## src/rtl/vpu_seq.sv

```systemverilog
// vpu_seq: vector sequencer streaming operand pairs through the ALU at one element per cycle.
// Two-stage pipeline: read issue -> ALU operand stage -> registered write-back.
module vpu_seq #(
    parameter int DATA_W = 32,
    parameter int OP_W   = 4,
    parameter int ADDR_W = 10,
    parameter int LEN_W  = 11
) (
    input  logic              clk,
    input  logic              rst_n,
    input  logic              cmd_valid,
    output logic              cmd_ready,
    input  logic [OP_W-1:0]   cmd_opcode,
    input  logic [ADDR_W-1:0] cmd_src0,
    input  logic [ADDR_W-1:0] cmd_src1,
    input  logic [ADDR_W-1:0] cmd_dst,
    input  logic [LEN_W-1:0]  cmd_len,
    input  logic              stall,
    output logic              rd_en,
    output logic [ADDR_W-1:0] rd_addr0,
    output logic [ADDR_W-1:0] rd_addr1,
    input  logic [DATA_W-1:0] rd_data0,
    input  logic [DATA_W-1:0] rd_data1,
    output logic              alu_start,
    output logic [OP_W-1:0]   alu_opcode,
    output logic [DATA_W-1:0] alu_operand0,
    output logic [DATA_W-1:0] alu_operand1,
    input  logic [DATA_W-1:0] alu_result,
    output logic              wr_en,
    output logic [ADDR_W-1:0] wr_addr,
    output logic [DATA_W-1:0] wr_data,
    output logic              busy,
    output logic              done,
    output logic              err
);
    typedef enum logic [1:0] {IDLE, RUN, DRAIN, DONE} state_t;
    state_t state_q, state_d;
    logic [OP_W-1:0]   opc_q;
    logic [ADDR_W-1:0] src0_q, src1_q, dst_q, a1_q, wa_q;
    logic [LEN_W-1:0]  len_q, idx_q, idx_d;
    logic [DATA_W-1:0] wd_q;
    logic              s1_q, wv_q, accept, last, bad_cmd;

    assign cmd_ready = state_q == IDLE;
    assign busy      = !cmd_ready;
    assign accept    = cmd_valid && cmd_ready;
    assign bad_cmd   = cmd_len == '0 || cmd_opcode > OP_W'(2);
    assign rd_en     = state_q == RUN && !stall;
    assign last      = LEN_W'(idx_q + 1'b1) == len_q;
    assign rd_addr0  = rd_en ? src0_q + ADDR_W'(idx_q) : '0;
    assign rd_addr1  = rd_en ? src1_q + ADDR_W'(idx_q) : '0;
    assign alu_start    = s1_q;
    assign alu_opcode   = opc_q;
    assign alu_operand0 = s1_q ? rd_data0 : '0;
    assign alu_operand1 = s1_q ? rd_data1 : '0;
    assign wr_en   = wv_q;
    assign wr_addr = wa_q;
    assign wr_data = wd_q;
    assign done    = state_q == DONE;
    assign err     = done && opc_q > OP_W'(2);
    assign idx_d   = accept ? '0 : rd_en ? idx_q + 1'b1 : idx_q;

    always_comb begin
        state_d = state_q;
        unique case (state_q)
            IDLE:  state_d = accept ? (bad_cmd ? DONE : RUN) : IDLE;
            RUN:   state_d = (rd_en && last) ? DRAIN : RUN;
            // the final element leaves the ALU stage one cycle before its write fires
            DRAIN: state_d = s1_q ? DRAIN : DONE;
            DONE:  state_d = IDLE;
        endcase
    end

    always_ff @(posedge clk or negedge rst_n) begin
        if (!rst_n) begin
            state_q <= IDLE;
            opc_q   <= '0;
            src0_q  <= '0;
            src1_q  <= '0;
            dst_q   <= '0;
            len_q   <= '0;
            idx_q   <= '0;
            s1_q    <= 1'b0;
            a1_q    <= '0;
            wv_q    <= 1'b0;
            wa_q    <= '0;
            wd_q    <= '0;
        end else begin
            state_q <= state_d;
            idx_q   <= idx_d;
            if (accept) begin
                opc_q  <= cmd_opcode;
                src0_q <= cmd_src0;
                src1_q <= cmd_src1;
                dst_q  <= cmd_dst;
                len_q  <= cmd_len;
            end
            s1_q <= rd_en;
            a1_q <= rd_en ? dst_q + ADDR_W'(idx_q) : '0;
            wv_q <= s1_q;
            wa_q <= s1_q ? a1_q : '0;
            wd_q <= s1_q ? alu_result : '0;
        end
    end
endmodule

```

## config.mk

```make
export PLATFORM = sky130hd
export DESIGN_NAME = vpu_seq
export DESIGN_NICKNAME = d
export VERILOG_FILES = /design/src/rtl/vpu_seq.sv
export SDC_FILE = /design/constraint.sdc
export NUM_CORES = 1
export LEC_CHECK = 0
export ABC_AREA = 1
export BUFFER_PORTS_ARGS = -buffer_cell sky130_fd_sc_hd__buf_2
export CAP_MARGIN = 20
export CORE_MARGIN = 8
export CORE_UTILIZATION = 30
export CTS_BUF_LIST = sky130_fd_sc_hd__clkbuf_4
export CTS_CLUSTER_DIAMETER = 30
export DETAILED_ROUTE_END_ITERATION = 8
export GPL_TIMING_DRIVEN = 0
export PLACE_DENSITY = 0.55
export SLEW_MARGIN = 10
export SYNTH_ARGS = -nofsm -noshare
export SYNTH_HDL_FRONTEND = slang
export SYNTH_SLANG_ARGS = --single-unit
```

## constraint.sdc

```tcl
create_clock -name clk -period 2.7 [get_ports clk]
set_clock_uncertainty 0.15 [all_clocks]
set_input_delay 0.405 -clock clk [delete_from_list [all_inputs] [get_ports clk]]
set_output_delay 0.405 -clock clk [all_outputs]
set_load 0.05 [all_outputs]
```

==> flow_summary.json <==
{
  "cts.sinks": 112,
  "hold_class": "input port to flip-flop",
  "fin_nets": 1422,
  "yosysMostFrequentCell": "nand2_1",
  "preCtsSetupSlack_ns": -0.165,
  "grt_pass1_wl_um": 35000,
  "synth-seq-cells": 112,
  "synthToLayoutAreaGrowth_pct": 58.5,
  "dieArea_um2": 25500,
  "violations": "negative setup slack",
  "htree_levels": 3,
  "total_power_w": 0.00884,
  "cp_cell_sequence": "buf_4 > ha_4 > inv_2 > fa_2 > inv_2 > nand3_2 > nand2_2 > nand4_1 > a21oi_1 > nor2_2 > buf_6",
  "dr.pass1.iters": 4,
  "p_leak_nw": 5.96,
  "crit_path_end_kind": "primary output",
  "cts_tree": "built",
  "syn_area_um2": 6190,
  "yosys.cell_types.count": 34,
  "seq_area_frac_synth_pct": 45.3,
  "max_stage_delay_ns": 0.45,
  "layout-drive-gt1-share_pct": 35.8,
  "fill_cells": 1943,
  "fin_area_um2": 9820,
  "avgSynthCellArea_um2": 7.38,
  "grt_pass1_vias": 6881,
  "clock_tree.buffer_depth": 2,
  "crit_path_top_delay_cell": "dfrtp_2",
  "synth_top_area_cell": "dfrtp_1",
  "detail-route-antenna-nets": 0,
  "io_buffers": 281,
  "hpwl_um": 16400,
  "synth.area.top_cells": "dfrtp_1, nand2_1, inv_1",
  "antenna_found_initial": 1,
  "floorplan.initialDensity_pct": 30.6,
  "power_density_nw_per_um2": 900,
  "vias_per_cell": 4.37,
  "fmax_ghz": 0.341,
  "path_buf_inv": 4,
  "track_usage_pct": 17.0,
  "worstSetupPathType": "flip-flop to primary output",
  "drv_cap": 0,
  "grt_start_max_net_pins": 68,
  "timing.hold.ws_ns": 0.0339,
  "post_dp_cell_area_um2": 7990,
  "yosysWarningCount": 0,
  "multi_input_area_um2": 3110,
  "cp_common_cell": "inv_2",
  "start_kind": "flip-flop",
  "syn_inst": 839,
  "status": "finished, violations left",
  "grt_setup_unrepaired": "true",
  "clk_pin_slew_ns": 0.18,
  "drt-wirelength-per-cell_um": 14.7,
  "maxSlewHeadroom_pct": 64.6,
  "crit_family": "adder cells",
  "dieWidth_um": 160,
  "tightestPinTransition_ns": 0.531,
  "cp.required_ns": 2.14,
  "seq_area_um2": 2810,
  "syn_nets": 1015,
  "fin_crit_sh_pct": 109,
  "drc_errors": 0,
  "dieHeight_um": 160,
  "clock_latency_ns": 0.50,
  "arrival_ns": 2.38,
  "cts_made_buffers": 9,
  "finalHoldViolCount": 0,
  "synth_top_area_share_pct": 45.3,
  "ys.flop_type": "dfrtp_1",
  "core_region_area_um2": 20200,
  "totalWireLength_um": 22400,
  "ir_drop_uv": 454,
  "vias": 6647,
  "layout_setup_ws_ns": -0.234,
  "ctsRootBufferMaster": "clkbuf_4",
  "synth_edf_count": 0,
  "fin_crit_ns": 2.93,
  "setup_violations": 12,
  "drt_iter0_drc": 455,
  "synth_common_cells": "nand2_1, inv_1, dfrtp_1, o21ai_0, a21oi_1",
  "drv_slew": 0,
  "ios": 282,
  "crit_fanout": 3,
  "num_rows": 52,
  "async_flop_share_pct": 100,
  "gp_congestion": 0.819,
  "grt_overflow": 0
}
## per-layer routing
layer | GRT usage [%] | wire length (um)
met5 | 0 | 0
met4 | 6.52 | 425
met3 | 4.09 | 1400
met2 | 32.4 | 11900
met1 | 17.7 | 8620
## sequential cells by signal (all words and copies together), names as in the netlist
register    flops
a1_q           10
alu_opcode      4
alu_start       1
dst_q          10
idx_q          11
len_q          11
src0_q         10
src1_q         10
state_q         2
wr_addr        10
wr_data        32
wr_en           1
## kinds of logic after synthesis
family,after synthesis,share of synthesized area [%]
adder cells (fa/ha/maj),31,6.63
AO/OA/AOI/OAI,102,8.83
flip-flops,112,45.3
buffers and inverters,195,12.1
XOR/XNOR,7,1.27
AND/OR/NAND/NOR,392,25.9
## per-stage QoR
| step | utilization, % | std cells | setup TNS (ns) |
|---|---|---|---|
| after CTS | 47.2 | 1509 | -1.34 |
| after global placement | 39.3 | 1390 | -43.05 |
| after global routing | 48.5 | 1522 | -3.05 |
| after floorplan | - | 839 | -0.0709 |
| final | 48.5 | 1522 | -1.52 |
| after detailed placement | 39.5 | 1391 | -0.503 |
## tightest hold or removal path: stages
cell	delay (ns)
buf_2	0.09
inv_1	0.06
o21ai_0	0.09
## layout by cell type, fill, tap and decap left out, drive strengths merged
| cell | instances |
|---|---|
| diode | 1 |
| fa | 3 |
| nor4 | 2 |
| a21o | 2 |
| xor2 | 5 |
| o21ai | 45 |
| ha | 28 |
| nand2 | 304 |
| o22ai | 5 |
| bufinv | 1 |
| nand3b | 2 |
| nor3b | 1 |
| clkinv | 3 |
| a211oi | 3 |
| xnor2 | 1 |
| o2111ai | 1 |
| dlygate4sd3 | 75 |
| inv | 167 |
| clkinvlp | 3 |
| nand3 | 35 |
| nor2 | 33 |
| nand4 | 11 |
| o21bai | 4 |
| buf | 333 |
| a21oi | 42 |
| clkbuf | 25 |
| dfrtp | 112 |
| xnor3 | 1 |
| nor3 | 4 |
## final cells by class
class	count	area share, %
antenna	1	0.0255
buffer	28	1.56
clock buffer	9	0.688
clock inverter	7	0.829
inverter	167	6.46
multi-input combinational	532	31.7
sequential	112	28.7
tap	270	3.44
timing repair buffer	396	26.6
## where the power goes
part	leakage, nW	total [W]	internal, W	switching, W
Combinational	4.44	0.00539	0.00175	0.00364
Sequential	1.45	0.00253	0.00218	0.000356
Clock	0.0703	0.000916	0.000291	0.000625
## repair_timing
item / in CTS / in global routing
pin swaps: 35 / 31
hold endpoints to repair: 119 / 0
hold buffers: 75 / 0
setup buffers: 27 / 12
gates resized for setup: 109 / 49
endpoints found under the setup margin: 35 / 65
## final timing paths
path	start	end	slack, ns	depth (start not counted)
worst max-delay path	idx_q[0]	rd_addr1[8]	-0.23	11
worst min-delay path	cmd_opcode[3]	alu_opcode[3]	0.03	3
worst max register to register	idx_q[0]	a1_q[6]	0.45	12
worst min register to register	a1_q[2]	wr_addr[2]	0.29	2
max in group asynchronous	rst_n	a1_q[9]	1.43	3
min in group asynchronous	rst_n	src0_q[4]	0.23	2
Power figures use the tool's default switching activity.
